### config.mk
export PLATFORM = sky130hd
export DESIGN_NAME = mem_access_unit
export DESIGN_NICKNAME = d
export VERILOG_FILES = /design/src/rtl/mem_pkg.sv /design/src/rtl/load_store_align.sv /design/src/rtl/mem_access_unit.sv
export SDC_FILE = /design/constraint.sdc
export NUM_CORES = 1
export LEC_CHECK = 0
export BUFFER_PORTS_ARGS = -buffer_cell sky130_fd_sc_hd__buf_4
export CORE_ASPECT_RATIO = 0.7
export CORE_UTILIZATION = 53
export DETAILED_ROUTE_END_ITERATION = 6
export GPL_TIMING_DRIVEN = 1
export PLACE_DENSITY = 0.95
export SLEW_MARGIN = 20
export SYNTH_ARGS = -nofsm -noshare
export SYNTH_HDL_FRONTEND = slang
export SYNTH_SLANG_ARGS = --single-unit
### constraint.sdc
create_clock -name clk_i -period 4.1 [get_ports clk_i]
set_input_delay 0.615 -clock clk_i [delete_from_list [all_inputs] [get_ports clk_i]]
set_output_delay 0.615 -clock clk_i [all_outputs]
set_load 0.05 [all_outputs]
### src/rtl/mem_pkg.sv
// Shared definitions for the MEM-stage access engine: funct3 access codes and FSM states.
// Latency: n/a (types and constants only).
// Backpressure: n/a.
package mem_pkg;

  // Access size and extension codes, taken from instr[14:12].
  localparam logic [2:0] F3_B  = 3'b000;
  localparam logic [2:0] F3_H  = 3'b001;
  localparam logic [2:0] F3_W  = 3'b010;
  localparam logic [2:0] F3_BU = 3'b100;
  localparam logic [2:0] F3_HU = 3'b101;

  typedef enum logic {
    ST_IDLE = 1'b0,
    ST_BUSY = 1'b1
  } state_e;

endpackage

### src/rtl/load_store_align.sv
// Byte-lane steering: store byte enables and replicated data, misalignment check, load extraction/extension.
// Latency: purely combinational.
// Backpressure: none; the caller decides when outputs are used.
module load_store_align
  import mem_pkg::*;
(
  input  logic [2:0]  st_funct3_i,   // size of the access about to be issued
  input  logic [1:0]  addr_lo_i,     // byte offset of the access about to be issued
  input  logic [31:0] store_data_i,
  output logic [3:0]  be_o,
  output logic [31:0] wdata_o,
  output logic        misalign_o,
  input  logic [2:0]  ld_funct3_i,   // size/extension of the access in flight
  input  logic [1:0]  ld_offset_i,   // byte offset of the access in flight
  input  logic [31:0] rdata_i,
  output logic [31:0] load_data_o
);

  logic [31:0] ld_shifted;

  // Move the addressed byte/half down to bit 0 before extension.
  assign ld_shifted = rdata_i >> {ld_offset_i, 3'b000};

  // Store lanes and alignment; unsized funct3 codes fall back to word behaviour.
  always_comb begin
    be_o       = 4'b1111;
    wdata_o    = store_data_i;
    misalign_o = 1'b0;
    case (st_funct3_i)
      F3_B, F3_BU: begin
        be_o    = 4'b0001 << addr_lo_i;
        wdata_o = {4{store_data_i[7:0]}};
      end
      F3_H, F3_HU: begin
        be_o       = 4'b0011 << addr_lo_i;
        wdata_o    = {2{store_data_i[15:0]}};
        misalign_o = addr_lo_i[0];
      end
      default: begin
        be_o       = 4'b1111;
        wdata_o    = store_data_i;
        misalign_o = |addr_lo_i;
      end
    endcase
  end

  // Load extension; any code other than the sub-word ones returns the whole word.
  always_comb begin
    load_data_o = rdata_i;
    case (ld_funct3_i)
      F3_B:    load_data_o = {{24{ld_shifted[7]}}, ld_shifted[7:0]};
      F3_H:    load_data_o = {{16{ld_shifted[15]}}, ld_shifted[15:0]};
      F3_BU:   load_data_o = {24'h0, ld_shifted[7:0]};
      F3_HU:   load_data_o = {16'h0, ld_shifted[15:0]};
      default: load_data_o = rdata_i;
    endcase
  end

endmodule

### src/rtl/mem_access_unit.sv
// MEM-stage engine: runs EX/MEM loads/stores over a req/ack data-memory port and registers the MEM/WB outputs.
// Latency: non-memory op 1 cycle; memory op 2 cycles minimum (1 IDLE cycle + BUSY until ack or timeout).
// Backpressure: stall_o holds EX/MEM while an access is outstanding; upstream advances on the ack/timeout edge.
module mem_access_unit
  import mem_pkg::*;
#(
  parameter int unsigned TIMEOUT_CYCLES = 16
) (
  input  logic        clk_i,
  input  logic        rst_i,
  input  logic        valid_i,
  input  logic [31:0] ALUResult_i,
  input  logic [31:0] VALUResult_i,
  input  logic [31:0] RDData_i,
  input  logic [4:0]  RDaddr_i,
  input  logic        RegWrite_i,
  input  logic        MemToReg_i,
  input  logic        MemRead_i,
  input  logic        MemWrite_i,
  input  logic [31:0] instr_i,
  output logic        dmem_req_o,
  output logic        dmem_we_o,
  output logic [31:0] dmem_addr_o,
  output logic [31:0] dmem_wdata_o,
  output logic [3:0]  dmem_be_o,
  input  logic        dmem_ack_i,
  input  logic [31:0] dmem_rdata_i,
  output logic        stall_o,
  output logic        valid_o,
  output logic        RegWrite_o,
  output logic        MemToReg_o,
  output logic [4:0]  RDaddr_o,
  output logic [31:0] ALUResult_o,
  output logic [31:0] VALUResult_o,
  output logic [31:0] MemData_o,
  output logic        misalign_o,
  output logic        bus_err_o
);

  localparam bit          TMO_EN   = (TIMEOUT_CYCLES != 0);
  localparam logic [31:0] TMO_LAST = 32'(TIMEOUT_CYCLES - 1);

  state_e      state_q;
  logic [31:0] addr_q;
  logic [31:0] wdata_q;
  logic [3:0]  be_q;
  logic        we_q;
  logic [2:0]  funct3_q;
  logic [31:0] tmo_cnt_q;

  logic        valid_q;
  logic        regwrite_q;
  logic        memtoreg_q;
  logic [4:0]  rdaddr_q;
  logic [31:0] alu_q;
  logic [31:0] valu_q;
  logic [31:0] memdata_q;
  logic        misalign_q;
  logic        buserr_q;

  logic [2:0]  funct3;
  logic        mem_op;
  logic        is_store;
  logic        busy;
  logic        misalign;
  logic        misalign_drop;
  logic        start_d;
  logic        done_d;
  logic        timeout_hit;
  logic [3:0]  be;
  logic [31:0] wdata;
  logic [31:0] load_data;
  logic        unused_instr;

  assign funct3        = instr_i[14:12];
  assign unused_instr  = ^{instr_i[31:15], instr_i[11:0]};
  assign mem_op        = valid_i & (MemRead_i | MemWrite_i);
  // Read wins when both control bits are set.
  assign is_store      = MemWrite_i & ~MemRead_i;
  assign busy          = (state_q == ST_BUSY);
  assign misalign_drop = ~busy & mem_op & misalign;
  assign start_d       = ~busy & mem_op & ~misalign;
  assign timeout_hit   = TMO_EN & busy & ~dmem_ack_i & (tmo_cnt_q == TMO_LAST);
  assign done_d        = busy & (dmem_ack_i | timeout_hit);

  load_store_align u_align (
    .st_funct3_i  (funct3),
    .addr_lo_i    (ALUResult_i[1:0]),
    .store_data_i (RDData_i),
    .be_o         (be),
    .wdata_o      (wdata),
    .misalign_o   (misalign),
    .ld_funct3_i  (funct3_q),
    .ld_offset_i  (addr_q[1:0]),
    .rdata_i      (dmem_rdata_i),
    .load_data_o  (load_data)
  );

  // Stall is combinational so the EX/MEM register holds on the same edge the access starts.
  assign stall_o = busy ? (~dmem_ack_i & ~timeout_hit) : start_d;

  // Memory port is driven only from latched values while BUSY, and quiet otherwise.
  assign dmem_req_o   = busy;
  assign dmem_we_o    = busy & we_q;
  assign dmem_addr_o  = busy ? {addr_q[31:2], 2'b00} : 32'h0;
  assign dmem_wdata_o = busy ? wdata_q : 32'h0;
  assign dmem_be_o    = busy ? be_q : 4'h0;

  assign valid_o      = valid_q;
  assign RegWrite_o   = regwrite_q;
  assign MemToReg_o   = memtoreg_q;
  assign RDaddr_o     = rdaddr_q;
  assign ALUResult_o  = alu_q;
  assign VALUResult_o = valu_q;
  assign MemData_o    = memdata_q;
  assign misalign_o   = misalign_q;
  assign bus_err_o    = buserr_q;

  // Access FSM together with the registered MEM/WB outputs.
  always_ff @(posedge clk_i) begin
    if (rst_i) begin
      state_q    <= ST_IDLE;
      addr_q     <= 32'h0;
      wdata_q    <= 32'h0;
      be_q       <= 4'h0;
      we_q       <= 1'b0;
      funct3_q   <= 3'b000;
      tmo_cnt_q  <= 32'h0;
      valid_q    <= 1'b0;
      regwrite_q <= 1'b0;
      memtoreg_q <= 1'b0;
      rdaddr_q   <= 5'h0;
      alu_q      <= 32'h0;
      valu_q     <= 32'h0;
      memdata_q  <= 32'h0;
      misalign_q <= 1'b0;
      buserr_q   <= 1'b0;
    end else begin
      misalign_q <= 1'b0;
      buserr_q   <= 1'b0;
      case (state_q)
        ST_IDLE: begin
          if (start_d) begin
            state_q   <= ST_BUSY;
            addr_q    <= ALUResult_i;
            wdata_q   <= wdata;
            be_q      <= be;
            we_q      <= is_store;
            funct3_q  <= funct3;
            tmo_cnt_q <= 32'h0;
            valid_q   <= 1'b0;
          end else begin
            // Pass-through; a misaligned access is dropped but still retires with no write-back.
            valid_q    <= valid_i;
            regwrite_q <= RegWrite_i & ~misalign_drop;
            memtoreg_q <= MemToReg_i;
            rdaddr_q   <= RDaddr_i;
            alu_q      <= ALUResult_i;
            valu_q     <= VALUResult_i;
            memdata_q  <= 32'h0;
            misalign_q <= misalign_drop;
          end
        end
        ST_BUSY: begin
          if (done_d) begin
            // EX/MEM is still held here, so the pass-through fields come straight from the inputs.
            state_q    <= ST_IDLE;
            tmo_cnt_q  <= 32'h0;
            valid_q    <= 1'b1;
            regwrite_q <= RegWrite_i & ~timeout_hit;
            memtoreg_q <= MemToReg_i;
            rdaddr_q   <= RDaddr_i;
            alu_q      <= ALUResult_i;
            valu_q     <= VALUResult_i;
            memdata_q  <= (dmem_ack_i & ~we_q) ? load_data : 32'h0;
            buserr_q   <= timeout_hit;
          end else begin
            tmo_cnt_q <= tmo_cnt_q + 32'd1;
            valid_q   <= 1'b0;
          end
        end
        default: state_q <= ST_IDLE;
      endcase
    end
  end

endmodule

# --- Word level (Yosys, flattened, before mapping) ---
# Index checks and enable logic that the tools add are counted.
classes:
  add_sub_neg: 1
  bitwise: 23
  muxes: 36
  n_eq_ne: 10
  shift: 3
  n_reduce_logical: 9
ops:
  columns: ["cell", "count"]
  rows:
  - ["32-bit 2-to-1 mux", 11]
  - ["32-bit case mux with 2 select lines", 5]
  - ["32-bit case mux with 4 select lines", 1]
  - ["32-bit by 1-bit adder with 32-bit output (second input constant)", 1]
  - ["32-bit by 4-bit == test with 1-bit output (second input constant)", 1]
  - ["32-bit by 5-bit right shift with 16-bit output", 1]
  - ["1-bit bitwise AND", 13]
  - ["3-bit == test (second input constant)", 4]
  - ["5-bit 2-to-1 mux", 2]
  - ["1-bit case mux with 2 select lines", 5]
  - ["5-bit case mux with 2 select lines", 1]
  - ["1-bit 2-to-1 mux", 9]
  - ["1-bit NOT", 8]
  - ["4-bit case mux with 2 select lines", 1]
  - ["3-bit by 1-bit == test with 1-bit output (second input constant)", 2]
  - ["3-bit zero test", 2]
  - ["2-bit OR reduction", 3]
  - ["3-bit OR reduction", 2]
  - ["4-bit 2-to-1 mux", 1]
  - ["2-bit inequality test (second input constant)", 2]
  - ["2-bit AND reduction", 2]
  - ["1-bit by 2-bit left shift with 4-bit output (first input constant)", 1]
  - ["2-bit by 2-bit left shift with 4-bit output (first input constant)", 1]
  - ["2-bit by 1-bit inequality test with 1-bit output (second input constant)", 1]
  - ["1-bit bitwise OR", 2]
word_totals:
  regBits: 211
  inputBits: 173

# --- Logic depth before layout (Yosys ltp) ---
depth:
  ltp_word: 8
  mapped_depth: 9
  depth_no_buf: 6

# --- Hierarchy ---
# Synthesis repeated with hierarchy kept, for this count alone.
hier_totals:
  hier_cells: 1208
  area_unflattened_um2: 9698.1
modules_own_cells:
  columns: ["module", "instances", "cells_each", "area_per_inst_um2"]
  rows:
  - ["mem_access_unit", 1, 1031, 8485.6]
  - ["load_store_align", 1, 177, 1212.4]

# --- Worst setup path before layout ---
# No wires, ideal clock.
synth_path:
  path_kind: "input-to-output"
  startpoint: "input ALUResult_i[1]"
  endpoint: "output stall_o"
  path_buffers: 3
  setup_slack_ns: 1.452
  arrival_ns: 2.033
  path_stages: 7
  path_cell_list: "clkbuf_1 -> o21ai_1 -> nor2b_1 -> nand2b_1 -> clkbuf_1 -> clkbuf_1 -> nand2b_1"
synth_via:
  elab_chain_cells: 5
synth_rtl:
  columns: ["item", "line", "source"]
  rows:
  - ["from (decl)", "mem_access_unit.sv:12", "input logic [31:0] ALUResult_i,"]
  - ["2-bit OR reduction", "load_store_align.sv:42", "misalign_o = |addr_lo_i;"]
  - ["1-bit case mux with 2 select lines", "load_store_align.sv:29", "case (st_funct3_i)"]
  - ["1-bit NOT", "mem_access_unit.sv:82", "assign start_d = ~busy & mem_op & ~misalign;"]
  - ["1-bit bitwise AND", "mem_access_unit.sv:82", null]
  - ["1-bit 2-to-1 mux", "mem_access_unit.sv:100", "assign stall_o = busy ? (~dmem_ack_i & ~timeout_hit) : start_d;"]
  - ["to (decl)", "mem_access_unit.sv:28", "output logic stall_o,"]
# No other way between the ends.

# --- Worst setup path after layout ---
layout_path:
  startpoint: "register state_q, in the netlist dmem_req_o"
  endpoint: "output stall_o"
layout_via:
  elab_chain_cells: 5
  word_cells_on_any_way: 8
  classes_between: "mux: 1; bitwise: 7"
layout_rtl:
  columns: ["item", "line", "source"]
  rows:
  - ["from (decl)", "mem_access_unit.sv:43", "state_e state_q;"]
  - ["from (signal assigned)", "mem_access_unit.sv:122", "state_q <= ST_IDLE;"]
  - ["from (signal assigned)", "mem_access_unit.sv:144", "state_q <= ST_BUSY;"]
  - ["from (signal assigned)", "mem_access_unit.sv:167", "state_q <= ST_IDLE;"]
  - ["1-bit bitwise AND (2 in series)", "mem_access_unit.sv:83", "assign timeout_hit = TMO_EN & busy & ~dmem_ack_i & (tmo_cnt_q == TMO_LAST);"]
  - ["1-bit NOT", "mem_access_unit.sv:100", null]
  - ["1-bit bitwise AND", "mem_access_unit.sv:100", null]
  - ["1-bit 2-to-1 mux (*)", "mem_access_unit.sv:100", null]
# Mark *: on every way between the ends. The rest lies on a longest branch, timed or not.

==> parameters.txt <==
Parameter                              Value

Outcome
  Outcome ... finished clean

Power
  Seq pwr share ... 0.448
  Internal power ... 0.003564 W
  Clock power frac ... 0.388
  Worst supply voltage drop on vdd ... 0.2749 mV
  Power density over the cells ... 416.1 mW/mm^2
  Leakage power figure ... 5.014 nW
  Switching fraction of total power ... 0.2786
  P_sw ... 0.001377 W
  Portion of total power attributed to combinational logic ... 0.164

GRT
  Global router's overall resource usage ... 0.3220
  Wire length of the first global-routing pass ... 43,620 um
  Via count of the first global-routing pass ... 8,132
  Number of antenna violations at the first check in global routing ... 0
  Largest net degree at the start of global routing ... 86
  Overflow after GRT ... 0

Timing
  Worst setup skew after layout ... 0.01410 ns
  Number of endpoints with negative hold slack in the final report ... 0
  Final Slew Violations ... 0
  Setup repair after global routing missed its margin ... no
  Time the final worst path needs with I/O delays and setup ... 3.533 ns
  Fraction of the cycle the final worst path needs ... 0.8616
  Hold Worst Slack ... 0.3452 ns
  Setup tns final ... 0 ns
  Transition time of the tightest slew-check pin ... 1.089 ns
  Achievable clock frequency ... 0.2831 GHz
  Final setup violating endpoints ... 0
  Headroom to the max-slew limit ... 0.2683

Final layout
  Proportion of layout cells with a drive suffix above 1 ... 0.3057
  Post-layout utilization of the core ... 0.7286
  Net count reported at finish ... 1,417
  Non-filler cells in the finished layout ... 1,481
  Post-synthesis to final-layout area growth ... 34.34%
  Number of antenna cells inserted ... 0

Placed design
  Number of instances in the placed design ... 1,446
  Buffers on Ports ... 318
  Last weighted congestion value of the routability-driven placer ... 0.8808
  Post-detailed-placement half-perimeter wirelength ... 19,010 um

Die
  Die Y-Extent ... 110.1 um
  Row count ... 39
  Initial core utilization ... 0.5424
  Die outline area ... 0.01721 mm^2
  Boundary Pins ... 350
  Core Box Area ... 0.01630 mm^2
  X dimension of the die ... 156.4 um

Worst setup path
  Crit path depth ... 5
  Startpoint of the worst setup timing path ... dmem_req_o$_SDFF_PP0_
  Sum of buffers and inverters on the critical path ... 1
  CP endpoint ... stall_o
  Worst reg2reg startpoint ... dmem_req_o$_SDFF_PP0_
  Worst-path maximum fanout ... 41
  Endpoint kind of the worst setup timing path ... primary output
  End of the worst register-to-register path ... addr_q[15]$_SDFFE_PP0P_
  Setup slack of the worst register-to-register path ... 1.25 ns
  Crit path largest cell delay ... 0.74 ns
  Crit start category ... flop
  Crit path max-delay cell type ... dfxtp_2
  Chain of cells forming the critical path ... nand2b_1 -> or2_2 -> nand2b_2 -> nand2b_1 -> buf_4
  Most frequent cell on the critical path ... nand2b_1
  Crit path max-delay family ... simple AND/OR/NAND/NOR gates
  Worst Reg2Reg Path Length in Cells ... 6
  Type of the worst setup path ... flop to primary output
  Worst EP required ... 3.48 ns
  Worst endpoint data arrival time ... 2.92 ns

Clocking
  Number of buffers added to fix hold violations after cts ... 0
  Maximum buffer depth of the clock tree ... 3
  Worst skew pair latency ... 0.49 ns
  Buffers inserted by post-CTS timing repair ... 0
  Clock edge transition at the registers on the reported setup and hold paths ... 0.07 ns
  Number of clock buffers inserted by TritonCTS ... 20
  Number of sinks on the clock net ... 211
  Clock Tree Root ... clkbuf_16
  CTS HTree Levels ... 1
  CTS tree ... done
  Cells resized by post-CTS repair ... 0

Min path
  Worst min-delay path startpoint ... VALUResult_i[13]
  Depth of the worst hold-timing path ... 2
  Type of the most critical hold path ... primary input to flop

Drt
  Vias ... 8,930
  Average detailed-routed wire length per instance ... 19.73 um
  Ratio of routed vias to standard cells ... 6.030
  Routed wire length ... 29,210 um
  Number of design rule violations left after detail routing ... 0
  Final ANT Viol Nets ... 0
  Detailed-router iteration count before antenna repair ... 5
  Initial DRC Count ... 1,066

Synth
  Flip-flop cell with the highest count after synthesis ... dfxtp_1
  Largest area contributor in the netlist ... dfxtp_1
  Synth top area share ... 0.4778
  Netlist area before placement ... 0.008840 mm^2
  Seq/Total Area, Yosys ... 0.4778
  Number of enable flip-flop cells after synthesis ... 0
  Average cell area after synthesis ... 9.048 um^2
  Distinct cell type count of the synthesized netlist ... 59
  Flip-flop and latch count after synthesis ... 211
  Fraction of synthesis flops using an asynchronous set or reset pin ... 0
  Number of standard cells after synthesis ... 977
  Top post-synthesis cells by count ... dfxtp_1 (211), nand2_1 (142), a21oi_1 (82)
  Most frequent cell after synthesis ... dfxtp_1
  Yosys warning count ... 0
  Top area cells in the synthesized netlist ... dfxtp_1 (48%), a22o_1 (7.7%), nand2_1 (6.0%)

Flow run
  Number of maximum-capacitance constraint violations ... 0
## per-stage QoR
step | power, W | cell area [um^2] | setup slack (ns)
2_1_floorplan | 0.002744 | 8843 | 1.452
3_3_place_gp | 0.003021 | 11190 | 1.067
3_5_place_dp | 0.003044 | 11190 | 1.089
4_1_cts | 0.004942 | 11880 | 0.6600
5_1_grt | 0.005106 | 11880 | 0.4686
6_report | 0.004941 | 11880 | 0.5673
## state kept, by name, summed over array words and instances, names as in the netlist
register,flops
ALUResult_o,32
MemToReg_o,1
tmo_cnt_q,32
dmem_req_o,1
RDaddr_o,5
we_q,1
valid_o,1
VALUResult_o,32
funct3_q,3
be_q,4
misalign_o,1
wdata_q,32
bus_err_o,1
RegWrite_o,1
MemData_o,32
addr_q,32
## power groups by stage
| stage | Clock, W | Sequential, W | Combinational, W |
|---|---|---|---|
| 2_1_floorplan | 0 | 0.00245 | 0.000295 |
| 3_3_place_gp | 0 | 0.00225 | 0.000773 |
| 3_5_place_dp | 0 | 0.00225 | 0.000790 |
| 4_1_cts | 0.00193 | 0.00221 | 0.000800 |
| 5_1_grt | 0.00203 | 0.00222 | 0.000849 |
| 6_report | 0.00192 | 0.00221 | 0.000808 |
## cell type report
type,count,area [um^2]
Multi-Input combinational cell,675,4184
Tap cell,225,281.5
Clock buffer,30,629.4
Timing Repair Buffer,328,2475
Clock inverter,5,53.80
Sequential cell,211,4225
Fill cell,1161,4423
Inverter,7,26.28
## worst register-to-register path, cell delays in order (launching register included)
cell	delay (ns)
dfxtp_2	0.74
nand2b_1	0.26
or2_2	0.29
nand2b_2	0.64
buf_4	0.45
nand2_1	0.15
a21oi_1	0.22
## cell usage in the layout (no fill, tap or decap), types with 8 or more instances in the layout
cell type / instances
a22o_1: 78
mux2_2: 8
nand2b_1: 8
o21ai_0: 39
clkbuf_16: 21
and2_1: 79
a221o_1: 16
a311oi_1: 8
a21oi_1: 82
nand2_1: 142
nand4_1: 10
buf_4: 327
mux2i_1: 14
nor2_1: 46
a31oi_1: 17
o2bb2ai_1: 15
nand3_1: 18
dfxtp_1: 210
o22ai_1: 8
nor3_1: 8
## worst min path at each step
| stage | to | slack (ns) |
|---|---|---|
| 6_report | VALUResult_o[13]$_SDFFE_PP0N_ | 0.35 |
| 5_1_grt | VALUResult_o[20]$_SDFFE_PP0N_ | 0.34 |
| 4_1_cts | VALUResult_o[15]$_SDFFE_PP0N_ | 0.33 |
| 3_5_place_dp | wdata_q[31]$_SDFFE_PP0P_ | 0.44 |
| 3_3_place_gp | wdata_q[18]$_SDFFE_PP0P_ | 0.44 |
| 2_1_floorplan | wdata_q[16]$_SDFFE_PP0P_ | 0.43 |
## layer usage
metal | vias up | wire length (um) | track usage
met2 | 518 | 13600 | 0.5128
met3 | 113 | 3156 | 0.09812
met4 | 0 | 1183 | 0.1394
met1 | 4252 | 11270 | 0.4067
met5 | - | 0 | 0
li1 | 4047 | - | -
## logic make-up after synthesis
logic type      share of synthesized area
compound gates                     0.2345
fa+ha+maj                        0.001415
mux                               0.02859
xor+xnor                         0.004954
simple gates                       0.1984
other cells                     0.0004242
flops                              0.4778
buf+inv                           0.05379
(Power assumes the default switching activity.)
